[config.mk]
export PLATFORM = sky130hd
export DESIGN_NAME = fpna_config_loader
export DESIGN_NICKNAME = d
export VERILOG_FILES = /design/src/rtl/fpna_cfg_pkg.sv /design/src/rtl/fpna_sync.sv /design/src/rtl/fpna_config_loader.sv
export SDC_FILE = /design/constraint.sdc
export NUM_CORES = 1
export LEC_CHECK = 0
export BUFFER_PORTS_ARGS = -buffer_cell sky130_fd_sc_hd__buf_2
export CAP_MARGIN = 20
export CORE_ASPECT_RATIO = 1.1
export CORE_MARGIN = 2
export CORE_UTILIZATION = 55
export DETAILED_ROUTE_END_ITERATION = 10
export PLACE_DENSITY = 0.81
export SLEW_MARGIN = 30
export SYNTH_ARGS = -nofsm -noshare
export SYNTH_HDL_FRONTEND = slang
export SYNTH_HIERARCHICAL = 1
export SYNTH_SLANG_ARGS = --single-unit
export TNS_END_PERCENT = 10
[constraint.sdc]
create_clock -name clk -period 8.28 [get_ports clk]
set_input_delay 2.07 -clock clk [delete_from_list [all_inputs] [get_ports clk]]
set_output_delay 2.07 -clock clk [all_outputs]
set_load 0.05 [all_outputs]
[src/rtl/fpna_cfg_pkg.sv]
// Shared types and helpers for the FPNA serial configuration loader.
// Holds the loader FSM encoding, the default word length and the counter sizing rule.
package fpna_cfg_pkg;

    typedef enum logic [1:0] {
        IDLE  = 2'd0,
        SHIFT = 2'd1,
        DONE  = 2'd2
    } cfg_state_t;

    localparam int CFG_BITS_DEFAULT = 80;

    // Room for 0..n+1 so the bit counter can saturate one past a full frame.
    function automatic int cnt_width(input int n);
        return $clog2(n + 2);
    endfunction

endpackage

[src/rtl/fpna_sync.sv]
// Flop-chain synchroniser for raw pins.
// The output equals the input delayed by STAGES clocks.
module fpna_sync #(
    parameter int WIDTH  = 2,
    parameter int STAGES = 2
) (
    input  logic             clk,
    input  logic             reset,
    input  logic [WIDTH-1:0] d,
    output logic [WIDTH-1:0] q
);

    logic [STAGES-1:0][WIDTH-1:0] stage_q;
    logic [STAGES-1:0][WIDTH-1:0] stage_d;

    always_comb begin
        stage_d = {stage_q[STAGES-2:0], d};
    end

    always_ff @(posedge clk or posedge reset) begin
        if (reset) begin
            stage_q <= '0;
        end else begin
            stage_q <= stage_d;
        end
    end

    assign q = stage_q[STAGES-1];

endmodule

[src/rtl/fpna_config_loader.sv]
// Serial configuration loader: shifts a bitstream in from the pins and commits
// the frame atomically into the active configuration word; overflow bits leave on bs_out.
module fpna_config_loader
    import fpna_cfg_pkg::*;
#(
    parameter int CFG_BITS    = CFG_BITS_DEFAULT,
    parameter int SYNC_STAGES = 2,
    parameter int ALLOW_CHAIN = 1
) (
    input  logic                clk,
    input  logic                reset,
    input  logic                config_en_pin,
    input  logic                bs_in_pin,
    output logic                bs_out,
    output logic [CFG_BITS-1:0] cfg_active,
    output logic                cfg_valid,
    output logic                cfg_commit,
    output logic                cfg_error,
    output logic                busy
);

    localparam int CW = cnt_width(CFG_BITS);
    localparam logic [CW-1:0] CNT_FULL = CW'(CFG_BITS);
    localparam logic [CW-1:0] CNT_MAX  = CW'(CFG_BITS + 1);

    logic [1:0] sync_out;
    logic       en_s;
    logic       bit_s;

    fpna_sync #(
        .WIDTH  (2),
        .STAGES (SYNC_STAGES)
    ) u_sync (
        .clk   (clk),
        .reset (reset),
        .d     ({config_en_pin, bs_in_pin}),
        .q     (sync_out)
    );

    assign en_s  = sync_out[1];
    assign bit_s = sync_out[0];

    cfg_state_t          state_q, state_d;
    logic [CFG_BITS-1:0] shift_q, shift_d;
    logic [CW-1:0]       cnt_q, cnt_d;
    logic                bs_out_q, bs_out_d;
    logic [CFG_BITS-1:0] active_q, active_d;
    logic                valid_q, valid_d;
    logic                commit_q, commit_d;
    logic                error_q, error_d;
    logic                frame_ok;

    // In chain mode the shift register holds the newest CFG_BITS bits of a longer frame.
    assign frame_ok = (ALLOW_CHAIN != 0) ? (cnt_q >= CNT_FULL) : (cnt_q == CNT_FULL);

    always_comb begin
        state_d  = state_q;
        shift_d  = shift_q;
        cnt_d    = cnt_q;
        bs_out_d = bs_out_q;
        active_d = active_q;
        valid_d  = valid_q;
        commit_d = 1'b0;
        error_d  = error_q;

        if ((state_q == IDLE || state_q == SHIFT) && en_s) begin
            shift_d  = {shift_q[CFG_BITS-2:0], bit_s};
            bs_out_d = shift_q[CFG_BITS-1];
            cnt_d    = (cnt_q == CNT_MAX) ? CNT_MAX : cnt_q + CW'(1);
        end

        case (state_q)
            IDLE: begin
                if (en_s) begin
                    state_d = SHIFT;
                    cnt_d   = CW'(1);
                end
            end
            SHIFT: begin
                if (!en_s) begin
                    state_d = DONE;
                    if (frame_ok) begin
                        active_d = shift_q;
                        commit_d = 1'b1;
                        valid_d  = 1'b1;
                        error_d  = 1'b0;
                    end else begin
                        error_d  = 1'b1;
                    end
                end
            end
            DONE: begin
                // Settling cycle: any bit presented now is deliberately dropped.
                state_d  = IDLE;
                bs_out_d = 1'b0;
                cnt_d    = '0;
            end
            default: begin
                state_d = IDLE;
            end
        endcase
    end

    always_ff @(posedge clk or posedge reset) begin
        if (reset) begin
            state_q  <= IDLE;
            shift_q  <= '0;
            cnt_q    <= '0;
            bs_out_q <= 1'b0;
            active_q <= '0;
            valid_q  <= 1'b0;
            commit_q <= 1'b0;
            error_q  <= 1'b0;
        end else begin
            state_q  <= state_d;
            shift_q  <= shift_d;
            cnt_q    <= cnt_d;
            bs_out_q <= bs_out_d;
            active_q <= active_d;
            valid_q  <= valid_d;
            commit_q <= commit_d;
            error_q  <= error_d;
        end
    end

    assign bs_out     = bs_out_q;
    assign cfg_active = active_q;
    assign cfg_valid  = valid_q;
    assign cfg_commit = commit_q;
    assign cfg_error  = error_q;
    assign busy       = (state_q == SHIFT) || (state_q == DONE);

endmodule

==> impl_results.rst, run 1 <==
.. list-table::
   :header-rows: 1

   * - Metric
     - Value
   * - Number of buffers inserted for hold repair after clock tree synthesis
     - 0
   * - Cell at the root of the clock tree
     - sky130_fd_sc_hd__clkbuf_16
   * - Number of buffers on the longest clock path
     - 2
   * - Portion of synthesized cell area occupied by the leading cell type
     - 0.6253
   * - Launch point of the worst reg-to-reg path
     - state_q[1]$_DFFE_PP0P_
   * - Worst EP arrival
     - 1420 ps
   * - Worst Skew
     - 7.437 ps
   * - CTS tree
     - yes
   * - Total negative setup slack
     - 0 ps
   * - Fraction of final layout cells with drive strength greater than 1
     - 0.3012
   * - Cell area power density
     - 242.4 mW/mm2
   * - Design Power
     - 1.978 mW
   * - Cell family with the largest share of critical-path delay
     - flip-flops
   * - Flop-to-flop setup slack
     - approximately 5400 ps
   * - Gate count of the mapped netlist
     - 588
   * - Commonest cells after routing, fill and taps aside
     - sky130_fd_sc_hd__nand2_1 (247), sky130_fd_sc_hd__dfrtp_1 (177), sky130_fd_sc_hd__buf_2 (88), sky130_fd_sc_hd__mux2_4 (67), sky130_fd_sc_hd__clkbuf_16 (17)
   * - Mux contribution to synthesized area
     - 0.1641
   * - Count of pins over their slew limit
     - 0
   * - Number of input and output port buffers inserted
     - 88
   * - Standard-cell row count
     - 43
   * - Setup crit end kind
     - primary output
   * - Achievable frequency
     - between 200 and 300 MHz
   * - Placeable core area
     - 0.01259 mm2
   * - Start point of the worst hold path
     - u_sync/stage_d[3]$_DFF_PP0_
   * - Required arrival time at the worst endpoint
     - 6210 ps
   * - Fraction of the cycle the final worst path needs
     - 0.4216
   * - Number of inserted filler cells in the final layout
     - just under 1k
   * - Number of standard cells in the final layout excluding fillers
     - 841
   * - Most common cell after layout, fill and taps aside
     - sky130_fd_sc_hd__nand2_1
   * - Area of the die
     - 0.01380 mm2
   * - Number of cells in the design after placement
     - approximately 810
   * - Synthesized Nets
     - 599
   * - Number of gates resized after cts
     - 0
   * - Top cells by area in the synthesized netlist
     - sky130_fd_sc_hd__dfrtp_1 (63%), sky130_fd_sc_hd__mux2_4 (14%), sky130_fd_sc_hd__nand2_1 (13%), sky130_fd_sc_hd__mux2_2 (2.1%), sky130_fd_sc_hd__buf_6 (1.3%)
   * - Via count of the first global-routing pass
     - 4,468
   * - Total gr overflow
     - 0
   * - WS Path Type
     - flip-flop to primary output
   * - DIE WIDTH
     - 112.2 um
   * - Biggest area consumer among synthesized cells
     - sky130_fd_sc_hd__dfrtp_1
   * - Clock network latency to the later pin of the worst-skew pair
     - ~410 ps
   * - Async set-reset flop share out of synthesis
     - 1.000
   * - Post-CTS repair timing setup buffer count
     - 0
   * - Static leakage
     - 4.554 nW
   * - Die Y
     - 123.0 um
   * - Terminus of the critical flop-to-flop path
     - cfg_active[21]$_DFFE_PP0P_
   * - Post-Synthesis Mean Instance Area
     - 12.05 um2
   * - Element type at the critical path start
     - flip-flop
   * - Critical path buffers and inverters
     - 2
   * - Final core area utilization
     - 0.6482
   * - Maximum ir drop on the vdd rail
     - between 0.1 and 0.15 mV
   * - Synth Area in Adders
     - 0.01237
   * - Initial antenna violation count
     - 0
   * - Seq cells post-synth
     - roughly 180
   * - Total global routing track utilization
     - 0.1984
   * - Final antenna-violating net count
     - 0
   * - Pin count of the biggest net entering global routing
     - 94
   * - Inserted Clock Buffers
     - 17
   * - Count of nets after finishing
     - 682
   * - Unrepaired setup endpoints after global routing
     - false
   * - Wire length of the first global-routing pass
     - 21.94 mm
   * - Worst-path cell with the longest stage delay
     - sky130_fd_sc_hd__dfrtp_1
   * - Setup Viol. Count Final
     - 0
   * - Clock slew at reported path FFs
     - ~60 ps
   * - Post-synthesis compound-gate area fraction
     - 0.02438
   * - Number of clock sinks seen by CTS
     - 177
   * - Worst reg2reg path depth
     - 5
   * - Post-synth design cell area
     - 0.007083 mm2
   * - Placed Area
     - between 0.007 and 0.008 mm2
   * - Max_slew headroom
     - 0.4650
   * - Total wire length
     - approximately 13 mm
   * - Reported max-cap violation count
     - 0
   * - Count of flip-flops with a built-in enable after synthesis
     - 0
   * - Vias per std cell
     - 5.175
   * - DRC
     - 0
   * - Routability cong.
     - between 0.7 and 0.8
   * - Count of antenna diodes in the layout
     - 0
   * - Peak per-stage delay on the critical path
     - 370 ps
   * - Xor/xnor share of the synthesized area
     - 0.001237
   * - Post-layout min period
     - 3491 ps
   * - Count of H-tree levels built during CTS
     - 4
   * - Num ports
     - 89
   * - Most instantiated flip-flop cell in the synthesis netlist
     - sky130_fd_sc_hd__dfrtp_1
   * - Distinct cells, synth
     - 32
   * - Effective utilization at floorplan
     - 0.5626
   * - Warnings from Yosys
     - 6
   * - Path class of the lowest-slack min-delay path
     - flip-flop to flip-flop
   * - Measured slew at the worst slew-check pin
     - between 800 and 900 ps
   * - Combinational family with the most area after synthesis
     - multiplexers
   * - Number of vias after detailed routing
     - 4,352
   * - Critical path fanouts, max
     - 4
   * - Simple-gate share of the synthesized area
     - 0.1429
   * - Number of optimization iterations in the first detailed-route pass
     - 4
   * - Worst hold stages
     - 0
   * - Terminating pin of the worst hold path
     - u_sync/q[1]$_DFF_PP0_
   * - Violation count after the first detailed-routing iteration
     - 260
   * - Run status
     - finished, final reports clean
   * - Final-report hold violation count
     - 0
   * - Estimated wirelength of the detail-placed design
     - 7.951 mm
   * - Sequential area share after synthesis
     - 0.6253
   * - Synthesis-to-finish area growth
     - 15.21%
   * - Critical Path, Cell by Cell
     - inv_1 > ha_1 > buf_2
   * - WL/cell
     - roughly 15 um
   * - Final Cell Area
     - 0.008160 mm2
==> stage by stage <==
stage               setup WS (ps)  hold slack (ps)
floorplan                    1522            331.2
global placement             4439            332.2
detailed placement           4726            336.4
CTS                          4767            350.4
global route                 4714            354.7
finish                       4789            348.4
==> power breakdown <==
| group | switching [mW] | leakage, nW | internal, mW |
|---|---|---|---|
| Combinational | 0.202 | 1.86 | 0.0631 |
| Sequential | 0.0438 | 2.44 | 0.917 |
| Clock | 0.327 | 0.254 | 0.426 |
| Total | 0.573 | 4.55 | 1.41 |
==> layer usage <==
layer / up-vias / wire (um) / track usage
li1: 2065 / - / -
met1: 2180 / 5898 / 0.2747
met2: 92 / 6101 / 0.3125
met3: 15 / 647 / 0.05784
met4: 0 / 155 / 0.05412
met5: - / 0 / 0
==> worst max-delay path by stage <==
stage | cells past startpoint | from | end
2_1_floorplan | 1 | reset | async pin
3_3_place_gp | 3 | reset | cfg_active[44]$_DFFE_PP0P_
3_5_place_dp | 3 | reset | cfg_active[17]$_DFFE_PP0P_
4_1_cts | 3 | state_q[0]$_DFFE_PP0P_ | busy
5_1_grt | 3 | state_q[0]$_DFFE_PP0P_ | busy
6_report | 3 | state_q[0]$_DFFE_PP0P_ | busy
==> Yosys cell counts (2+ instances only) <==
| cell | n |
|---|---|
| sky130_fd_sc_hd__a41oi_1 | 2 |
| sky130_fd_sc_hd__a21oi_1 | 3 |
| sky130_fd_sc_hd__nor2_1 | 3 |
| sky130_fd_sc_hd__mux2_4 | 67 |
| sky130_fd_sc_hd__ha_1 | 7 |
| sky130_fd_sc_hd__and3_1 | 2 |
| sky130_fd_sc_hd__nand3_1 | 3 |
| sky130_fd_sc_hd__inv_1 | 8 |
| sky130_fd_sc_hd__nand2_1 | 247 |
| sky130_fd_sc_hd__nor3_1 | 2 |
| sky130_fd_sc_hd__a22o_1 | 3 |
| sky130_fd_sc_hd__buf_2 | 12 |
| sky130_fd_sc_hd__clkbuf_1 | 8 |
| sky130_fd_sc_hd__dfrtp_1 | 177 |
| sky130_fd_sc_hd__buf_6 | 8 |
| sky130_fd_sc_hd__mux2_2 | 13 |
| sky130_fd_sc_hd__o21ai_0 | 8 |
==> state kept, by name (all words and copies together), names as in the netlist, named ones only <==
signal	count
state_q	2
shift_q	80
u_sync/q	2
cfg_commit	1
bs_out	1
cfg_valid	1
cfg_error	1
cfg_active	80
u_sync/stage_d	2
==> area by class of cell <==
| type | instances | area, um2 | area share |
|---|---|---|---|
| Inverter | 8 | 35.03 | 0.004293 |
| Clock inverter | 10 | 102.6 | 0.01257 |
| Timing Repair Buffer | 92 | 474.2 | 0.05811 |
| Sequential cell | 177 | 4429 | 0.5428 |
| Tap cell | 157 | 196.4 | 0.02407 |
| Clock buffer | 22 | 454.2 | 0.05566 |
| Multi-Input combinational cell | 375 | 2469 | 0.3025 |
==> cells by family after synthesis <==
family / count (synthesis)
compound gates: 24
xor+xnor: 1
fa+ha+maj: 7
buf+inv: 36
flops: 177
mux: 81
simple gates: 262
No activity file was read; power rests on OpenSTA's default activity.
==> run 2: changes to the inputs <==
- ABC_AREA: default -> 1
- CORE_UTILIZATION: 55 -> 51
- PLACE_DENSITY: 0.81 -> 0.8
- clock period: 8.28 -> 2.9 ns (I/O delays scaled with it)
==> impl_results.rst, run 2 <==
.. list-table::
   :header-rows: 1

   * - Metric
     - Value
   * - Storage element area
     - 0.004429 mm2 (unchanged)
   * - Total global routing track utilization
     - 0.1900 (-0.008394)
   * - Clock network latency to the later pin of the worst-skew pair
     - 420 ps (about the same)
   * - WS Path Type
     - flip-flop to primary output
   * - Async set-reset flop share out of synthesis
     - 1.000 (unchanged)
   * - Routed met2 length
     - 5.843 mm (-4.2%)
   * - Fraction of the cycle the final worst path needs
     - 0.7697
   * - Worst EP arrival
     - 1510 ps (+90 ps)
   * - Total wire length
     - 12.35 mm (-3.6%)
   * - Count of nets after finishing
     - 788 (+16%)
   * - Num ports
     - 89 (unchanged)
   * - Reported max-cap violation count
     - 0 (unchanged)
   * - Final core area utilization
     - 0.6083 (-0.03989)
   * - Area used by multi-input combinational logic
     - 0.001792 mm2 (-27%)
   * - Post-Synthesis Mean Instance Area
     - 9.744 um2 (-19%)
   * - Post-layout min period
     - around 2200 ps
   * - Pin count of the biggest net entering global routing
     - 132 (+40%)
   * - Unrepaired setup endpoints after global routing
     - false
   * - Final critical-path setup slack
     - 667.9 ps (-4121 ps)
   * - Number of vias after detailed routing
     - 4,637 (+6.5%)
   * - Worst Skew
     - 13.30 ps (+5.859 ps)
   * - Setup crit end kind
     - primary output
   * - Number of input and output port buffers inserted
     - 88 (unchanged)
   * - Portion of synthesized cell area occupied by the leading cell type
     - 0.6512 (+0.02588)
   * - Biggest area consumer among synthesized cells
     - sky130_fd_sc_hd__dfrtp_1
   * - Standard-cell row count
     - 44 (+2.3%)
   * - Uppermost signal routing layer after detailed routing
     - met4
   * - Design Power
     - 6.145 mW (+210%)
   * - CTS tree
     - yes
   * - Die Y
     - 125.1 um (+1.7%)
   * - DIE WIDTH
     - 114.1 um (+1.7%)
   * - Required arrival time at the worst endpoint
     - 2170 ps (-4040 ps)
   * - Achievable frequency
     - 448.0 MHz
   * - Number of gates resized after cts
     - 0 (unchanged)
   * - Warnings from Yosys
     - 6 (unchanged)
   * - Fraction of final layout cells with drive strength greater than 1
     - 0.1696 (-0.1315)
   * - Count of pins over their slew limit
     - 0 (unchanged)
   * - Gate count of the mapped netlist
     - 698 (+19%)
   * - WL/cell
     - 12.98 um (-15%)
   * - Synthesis-to-finish area growth
     - 17.18%
   * - Routability cong.
     - 0.7916 (+1.3%)
   * - Effective utilization at floorplan
     - 0.5191 (-0.04351)
   * - Path class of the lowest-slack min-delay path
     - primary input to async pin
   * - Synthesized Nets
     - 709 (+18%)
   * - Number of buffers inserted for hold repair after clock tree synthesis
     - 0 (unchanged)
   * - Commonest cells after routing, fill and taps aside
     - sky130_fd_sc_hd__dfrtp_1 (177), sky130_fd_sc_hd__nand2_1 (108), sky130_fd_sc_hd__inv_1 (91), sky130_fd_sc_hd__buf_2 (88)
   * - Count of flip-flops with a built-in enable after synthesis
     - 0 (unchanged)
   * - Seq cells post-synth
     - 177 (unchanged)
   * - Placeable core area
     - 0.01310 mm2 (+4.1%)
   * - Total gr overflow
     - 0 (unchanged)
   * - Via count of the first global-routing pass
     - 4,528 (+1.3%)
   * - Inserted Clock Buffers
     - 17 (unchanged)
   * - Wire length of the first global-routing pass
     - 21.25 mm (-3.1%)
   * - Top post-synthesis cells by count
     - sky130_fd_sc_hd__dfrtp_1 (177), sky130_fd_sc_hd__nand2_1 (109), sky130_fd_sc_hd__inv_1 (92)
   * - Critical path fanouts, max
     - 3 (-1)
   * - Cell with the most instances after synthesis
     - sky130_fd_sc_hd__dfrtp_1
   * - Cell area power density
     - 771.0 mW/mm2 (+220%)
   * - Estimated wirelength of the detail-placed design
     - 7.920 mm (-0.38%)
   * - Most common cell after layout, fill and taps aside
     - sky130_fd_sc_hd__dfrtp_1
   * - Metal1 wirelength
     - 5.817 mm (-1.4%)
   * - Worst slack after detailed placement
     - 966.2 ps (-3760 ps)
   * - Violation count after the first detailed-routing iteration
     - 290 (+12%)
   * - Number of clock sinks seen by CTS
     - 177 (unchanged)
   * - Max_slew headroom
     - 0.5205 (+0.05542)
   * - Most instantiated flip-flop cell in the synthesis netlist
     - sky130_fd_sc_hd__dfrtp_1
   * - Final-report hold violation count
     - 0 (unchanged)
   * - Placed Area
     - 0.007317 mm2 (-3.8%)
   * - Top cells by area in the synthesized netlist
     - sky130_fd_sc_hd__dfrtp_1 (65%), sky130_fd_sc_hd__o21ai_1 (6.3%), sky130_fd_sc_hd__a21oi_1 (6.0%), sky130_fd_sc_hd__nand2_1 (6.0%), sky130_fd_sc_hd__inv_1 (5.1%)
   * - Min Hold Slack
     - 211.5 ps (-136.8 ps)
   * - Measured slew at the worst slew-check pin
     - 719.3 ps (-83.13 ps)
   * - Static leakage
     - 4.022 nW (-12%)
   * - Number of optimization iterations in the first detailed-route pass
     - 5 (+1)
   * - Distinct cells, synth
     - 23 (-28%)
   * - Post-CTS repair timing setup buffer count
     - 0 (unchanged)
   * - Initial antenna violation count
     - 0 (unchanged)
   * - Area of the die
     - 0.01428 mm2 (+3.4%)
   * - Wire length on met3
     - 476 um (-26%)
   * - Element type at the critical path start
     - flip-flop
   * - Sequential area share after synthesis
     - 0.6512 (+0.02588)
   * - Final Cell Area
     - 0.007970 mm2 (-2.3%)
   * - Count of H-tree levels built during CTS
     - 4 (unchanged)
   * - Run status
     - finished, final reports clean
   * - Final antenna-violating net count
     - 0 (unchanged)
   * - Cell at the root of the clock tree
     - sky130_fd_sc_hd__clkbuf_16
   * - Setup Viol. Count Final
     - 0 (unchanged)
   * - Clock slew at reported path FFs
     - 60 ps (about the same)
   * - DRC
     - 0 (unchanged)
   * - Number of inserted filler cells in the final layout
     - 1,104 (+13%)
   * - Number of buffers on the longest clock path
     - 2 (unchanged)
   * - Post-synth design cell area
     - 0.006802 mm2 (-4.0%)
   * - Maximum ir drop on the vdd rail
     - 0.4730 mV (+240%)
   * - Count of antenna diodes in the layout
     - 0 (unchanged)
   * - Vias per std cell
     - 4.876 (-5.8%)
run 2: critical path: stages (launching register included):
cell	delay (ps)
sky130_fd_sc_hd__dfrtp_1	380
sky130_fd_sc_hd__inv_1	90
sky130_fd_sc_hd__ha_1	330
sky130_fd_sc_hd__buf_2	280
run 2: cells by family after synthesis:
group                      synth area share
AOI/OAI and AO/OA                    0.1293
xor gates and xnor gates           0.001288
adders and majority gates           0.01288
buffers and inverters               0.08646
DFF                                  0.6512
and+or+nand+nor                      0.1188
run 2: final cells by class:
| class | count | share of cell area |
|---|---|---|
| tap | 161 | 0.02527 |
| clock buffer | 19 | 0.05557 |
| inverter | 96 | 0.04568 |
| clock inverter | 13 | 0.02637 |
| multi-input combinational | 390 | 0.2248 |
| timing repair buffer | 95 | 0.06656 |
| sequential | 177 | 0.5557 |
run 2: path summary, 6_finish.rpt:
| kind | startpoint | to | slack, ps | cells after the start |
|---|---|---|---|---|
| worst max-delay path | state_q[0]$_DFFE_PP0P_ | busy | 670 | 3 |
| worst min-delay path | reset | u_sync/stage_d[3]$_DFF_PP0_ | 210 | 2 |
| worst max register to register | state_q[0]$_DFFE_PP0P_ | shift_q[16]$_DFFE_PP0P_ | 940 | 7 |
| worst min register to register | u_sync/stage_d[2]$_DFF_PP0_ | u_sync/q[0]$_DFF_PP0_ | 360 | 0 |
| max in group asynchronous | reset | cfg_active[41]$_DFFE_PP0P_ | 1840 | 3 |
| min in group clk | u_sync/stage_d[2]$_DFF_PP0_ | u_sync/q[0]$_DFF_PP0_ | 360 | 0 |
run 2: where the power goes:
group | leakage (nW) | internal [mW] | total, mW | switching [mW]
Combinational | 1.28 | 0.243 | 0.934 | 0.691
Clock | 0.301 | 1.55 | 2.46 | 0.913
Sequential | 2.44 | 2.64 | 2.75 | 0.112
Total | 4.02 | 4.43 | 6.15 | 1.72
run 2: per-layer routing:
| layer | global-route usage | up-vias |
|---|---|---|
| met5 | 0 | - |
| met4 | 0.07963 | 0 |
| met3 | 0.05090 | 16 |
| met2 | 0.2913 | 74 |
| met1 | 0.2585 | 2194 |
| li1 | - | 2353 |
run 2: stage by stage:
stage / setup TNS (ps) / cells
after detailed placement: 0 / 919
after CTS: 0 / 951
after floorplan: -6172 / 698
final: 0 / 951
after global placement: 0 / 919
after global routing: 0 / 951
==> run 3: changes to the inputs <==
- clock period: 2.9 -> 1.9 ns (I/O delays scaled with it)
==> impl_results.rst, run 3 (synthesis gave the netlist of run 2 again) <==
.. list-table::
   :header-rows: 1

   * - Metric
     - Value
   * - Number of buffers on the longest clock path
     - 2 (unchanged)
   * - Maximum ir drop on the vdd rail
     - 0.6234 mV (+32%)
   * - Final-report hold violation count
     - 0 (unchanged)
   * - Routability cong.
     - 0.8042 (+1.6%)
   * - Area of the die
     - 0.01428 mm2 (unchanged)
   * - Combinational cell fraction of total power
     - 0.170 (+0.018)
   * - Count of antenna diodes in the layout
     - 0 (unchanged)
   * - Initial antenna violation count
     - 0 (unchanged)
   * - Inserted Clock Buffers
     - 17 (unchanged)
   * - Cell area power density
     - 1150 mW/mm2 (+49%)
   * - Die Y
     - 125.1 um (unchanged)
   * - Total wire length
     - 12.56 mm (+1.7%)
   * - Clock slew at reported path FFs
     - 60 ps (about the same)
   * - Final core area utilization
     - 0.6124 (+0.004106)
   * - Synthesis-to-finish area growth
     - 17.97%
   * - Worst reg2reg path depth
     - 7 (unchanged)
   * - Total global routing track utilization
     - 0.1923 (+0.002202)
   * - Number of clock sinks seen by CTS
     - 177 (unchanged)
   * - Post-layout min period
     - roughly 1800 ps
   * - Switching pwr
     - 2.587 mW (+51%)
   * - Fraction of the cycle the final worst path needs
     - 0.9645
   * - Flop-to-flop setup slack
     - 220 ps (-720 ps)
   * - Commonest cells after routing, fill and taps aside
     - sky130_fd_sc_hd__dfrtp_1 (177), sky130_fd_sc_hd__nand2_1 (108), sky130_fd_sc_hd__inv_1 (90), sky130_fd_sc_hd__buf_2 (87)
   * - Final Cell Area
     - 0.008024 mm2 (+0.68%)
   * - Number of standard cells in the final layout excluding fillers
     - 956 (+0.53%)
   * - Sequential power share
     - 0.455 (+0.008)
   * - Pin count of the biggest net entering global routing
     - 89 (-33%)
   * - Clock network latency to the later pin of the worst-skew pair
     - 420 ps (about the same)
   * - Num ports
     - 89 (unchanged)
   * - Wire length of the first global-routing pass
     - 21.76 mm (+2.4%)
   * - Terminating pin of the worst hold path
     - u_sync/stage_d[3]$_DFF_PP0_
   * - Number of cells in the design after placement
     - 923 (+0.44%)
   * - Required arrival time at the worst endpoint
     - 1420 ps (-750 ps)
   * - Unrepaired setup endpoints after global routing
     - false
   * - Portion of total power attributed to the clock network
     - 0.375 (-0.026)
   * - Setup Viol. Count Final
     - 0 (unchanged)
   * - Max_slew headroom
     - 0.6948 (+0.1744)
   * - Run status
     - finished, final reports clean
   * - Most common cell after layout, fill and taps aside
     - sky130_fd_sc_hd__dfrtp_1
   * - Final antenna-violating net count
     - 0 (unchanged)
   * - Path class of the lowest-slack min-delay path
     - primary input to flip-flop
   * - Total gr overflow
     - 0 (unchanged)
   * - WS Path Type
     - flip-flop to primary output
   * - Count of pins over their slew limit
     - 0 (unchanged)
   * - Worst slack after detailed placement
     - 226.9 ps (-739.3 ps)
   * - Switching power as a share of total power
     - 0.2805 (+0.001187)
   * - CTS tree
     - yes
   * - Standard-cell row count
     - 44 (unchanged)
   * - Achievable frequency
     - 545.7 MHz
   * - Placed Area
     - 0.007422 mm2 (+1.4%)
   * - Worst Skew
     - 8.653 ps (-4.643 ps)
   * - Fraction of final layout cells with drive strength greater than 1
     - 0.1673 (-0.002325)
   * - Static leakage
     - 4.052 nW (+0.75%)
   * - Terminus of the critical flop-to-flop path
     - shift_q[13]$_DFFE_PP0P_
   * - DIE WIDTH
     - 114.1 um (unchanged)
   * - Vias per std cell
     - 4.924 (+0.98%)
   * - DRC
     - 0 (unchanged)
   * - Estimated wirelength of the detail-placed design
     - 8.224 mm (+3.8%)
   * - Count of H-tree levels built during CTS
     - 4 (unchanged)
   * - Cell at the root of the clock tree
     - sky130_fd_sc_hd__clkbuf_16
   * - Reported max-cap violation count
     - 0 (unchanged)
   * - Worst EP arrival
     - 1360 ps (-150 ps)
   * - Effective utilization at floorplan
     - 0.5191 (unchanged)
   * - Final critical-path setup slack
     - 67.54 ps (-600.3 ps)
   * - Cell-internal power
     - 6.637 mW (+50%)
   * - Start point of the worst hold path
     - config_en_pin
   * - Worst hold stages
     - 1
   * - Launch point of the worst reg-to-reg path
     - state_q[0]$_DFFE_PP0P_
   * - Violation count after the first detailed-routing iteration
     - 347 (+20%)
   * - Via count of the first global-routing pass
     - 4,660 (+2.9%)
   * - Critical path fanouts, max
     - 3 (unchanged)
   * - WL/cell
     - 13.14 um (+1.2%)
   * - Number of input and output port buffers inserted
     - 88 (unchanged)
   * - Number of optimization iterations in the first detailed-route pass
     - 5 (unchanged)
   * - Element type at the critical path start
     - flip-flop
   * - Number of vias after detailed routing
     - 4,707 (+1.5%)
   * - Measured slew at the worst slew-check pin
     - 454.7 ps (-264.6 ps)
   * - Placeable core area
     - 0.01310 mm2 (unchanged)
   * - Setup crit end kind
     - primary output
   * - Count of nets after finishing
     - 794 (+0.76%)
[run 3: changes by cell type in the layout (fill, tap and decap cells not counted), moves of 2 or more]
cell / change
sky130_fd_sc_hd__bufinv_16: -2
sky130_fd_sc_hd__clkbuf_1: +6
sky130_fd_sc_hd__clkinvlp_4: -4
sky130_fd_sc_hd__buf_12: +6
sky130_fd_sc_hd__clkinv_4: -2
[run 3: per-layer routing]
metal  GRT usage  routed length, um  share of wire  vias to the layer above
met5           0                  0              0                        -
met4     0.07532                180          0.014                        0
met3     0.05623                531          0.042                       12
met2      0.2861               5943           0.47                       84
met1      0.2690               5902           0.47                     2251
li1            -                  -              -                     2360
[run 3: critical path, stage by stage (launching register included)]
cell	delay (ps)
sky130_fd_sc_hd__dfrtp_1	380
sky130_fd_sc_hd__inv_1	110
sky130_fd_sc_hd__ha_1	250
sky130_fd_sc_hd__buf_4	200
[run 3: power groups by stage]
stage	Sequential, mW	Combinational [mW]	Clock (mW)
after detailed placement	4.25	1.55	0
after CTS	4.19	1.57	3.53
after floorplan	4.25	1.21	0
after global routing	4.22	1.79	3.71
final	4.19	1.57	3.46
after global placement	4.25	1.50	0
[run 3: how the worst max path moves through the flow]
| stage | slack (ps) | start | cells past startpoint | to |
|---|---|---|---|---|
| after global routing | 2 | state_q[0]$_DFFE_PP0P_ | 3 | busy |
| after global placement | 310 | state_q[0]$_DFFE_PP0P_ | 7 | flip-flop |
| after floorplan | -790 | reset | 1 | async pin |
| after CTS | 30 | state_q[0]$_DFFE_PP0P_ | 3 | busy |
| after detailed placement | 230 | state_q[0]$_DFFE_PP0P_ | 7 | flip-flop |
| final | 70 | state_q[0]$_DFFE_PP0P_ | 3 | busy |
[run 3: repair_timing]
action	in CTS	in global routing
pin swaps	0	0
setup endpoints to repair	1	1
hold buffers	1	0
setup buffers	0	1
endpoints found under the hold margin	4	0
resized for setup	1	1
[run 3: cell type report]
type | instances | area (um2)
tap | 161 | 201.4
clock inverter | 5 | 102.6
timing repair buffer | 101 | 655.6
clock buffer | 26 | 479.2
inverter | 96 | 364.1
sequential | 177 | 4429
fill | 1102 | 5079
multi-input combinational | 390 | 1792
[run 3: stage by stage]
stage / power (mW) / TNS [ps] / hold WS (ps)
3_5_place_dp: 5.798 / 0 / 335.8
6_report: 9.224 / 0 / 168.4
3_3_place_gp: 5.753 / 0 / 333.4
5_1_grt: 9.720 / 0 / 145.9
4_1_cts: 9.289 / 0 / 148.8
2_1_floorplan: 5.455 / -135920 / 241.1
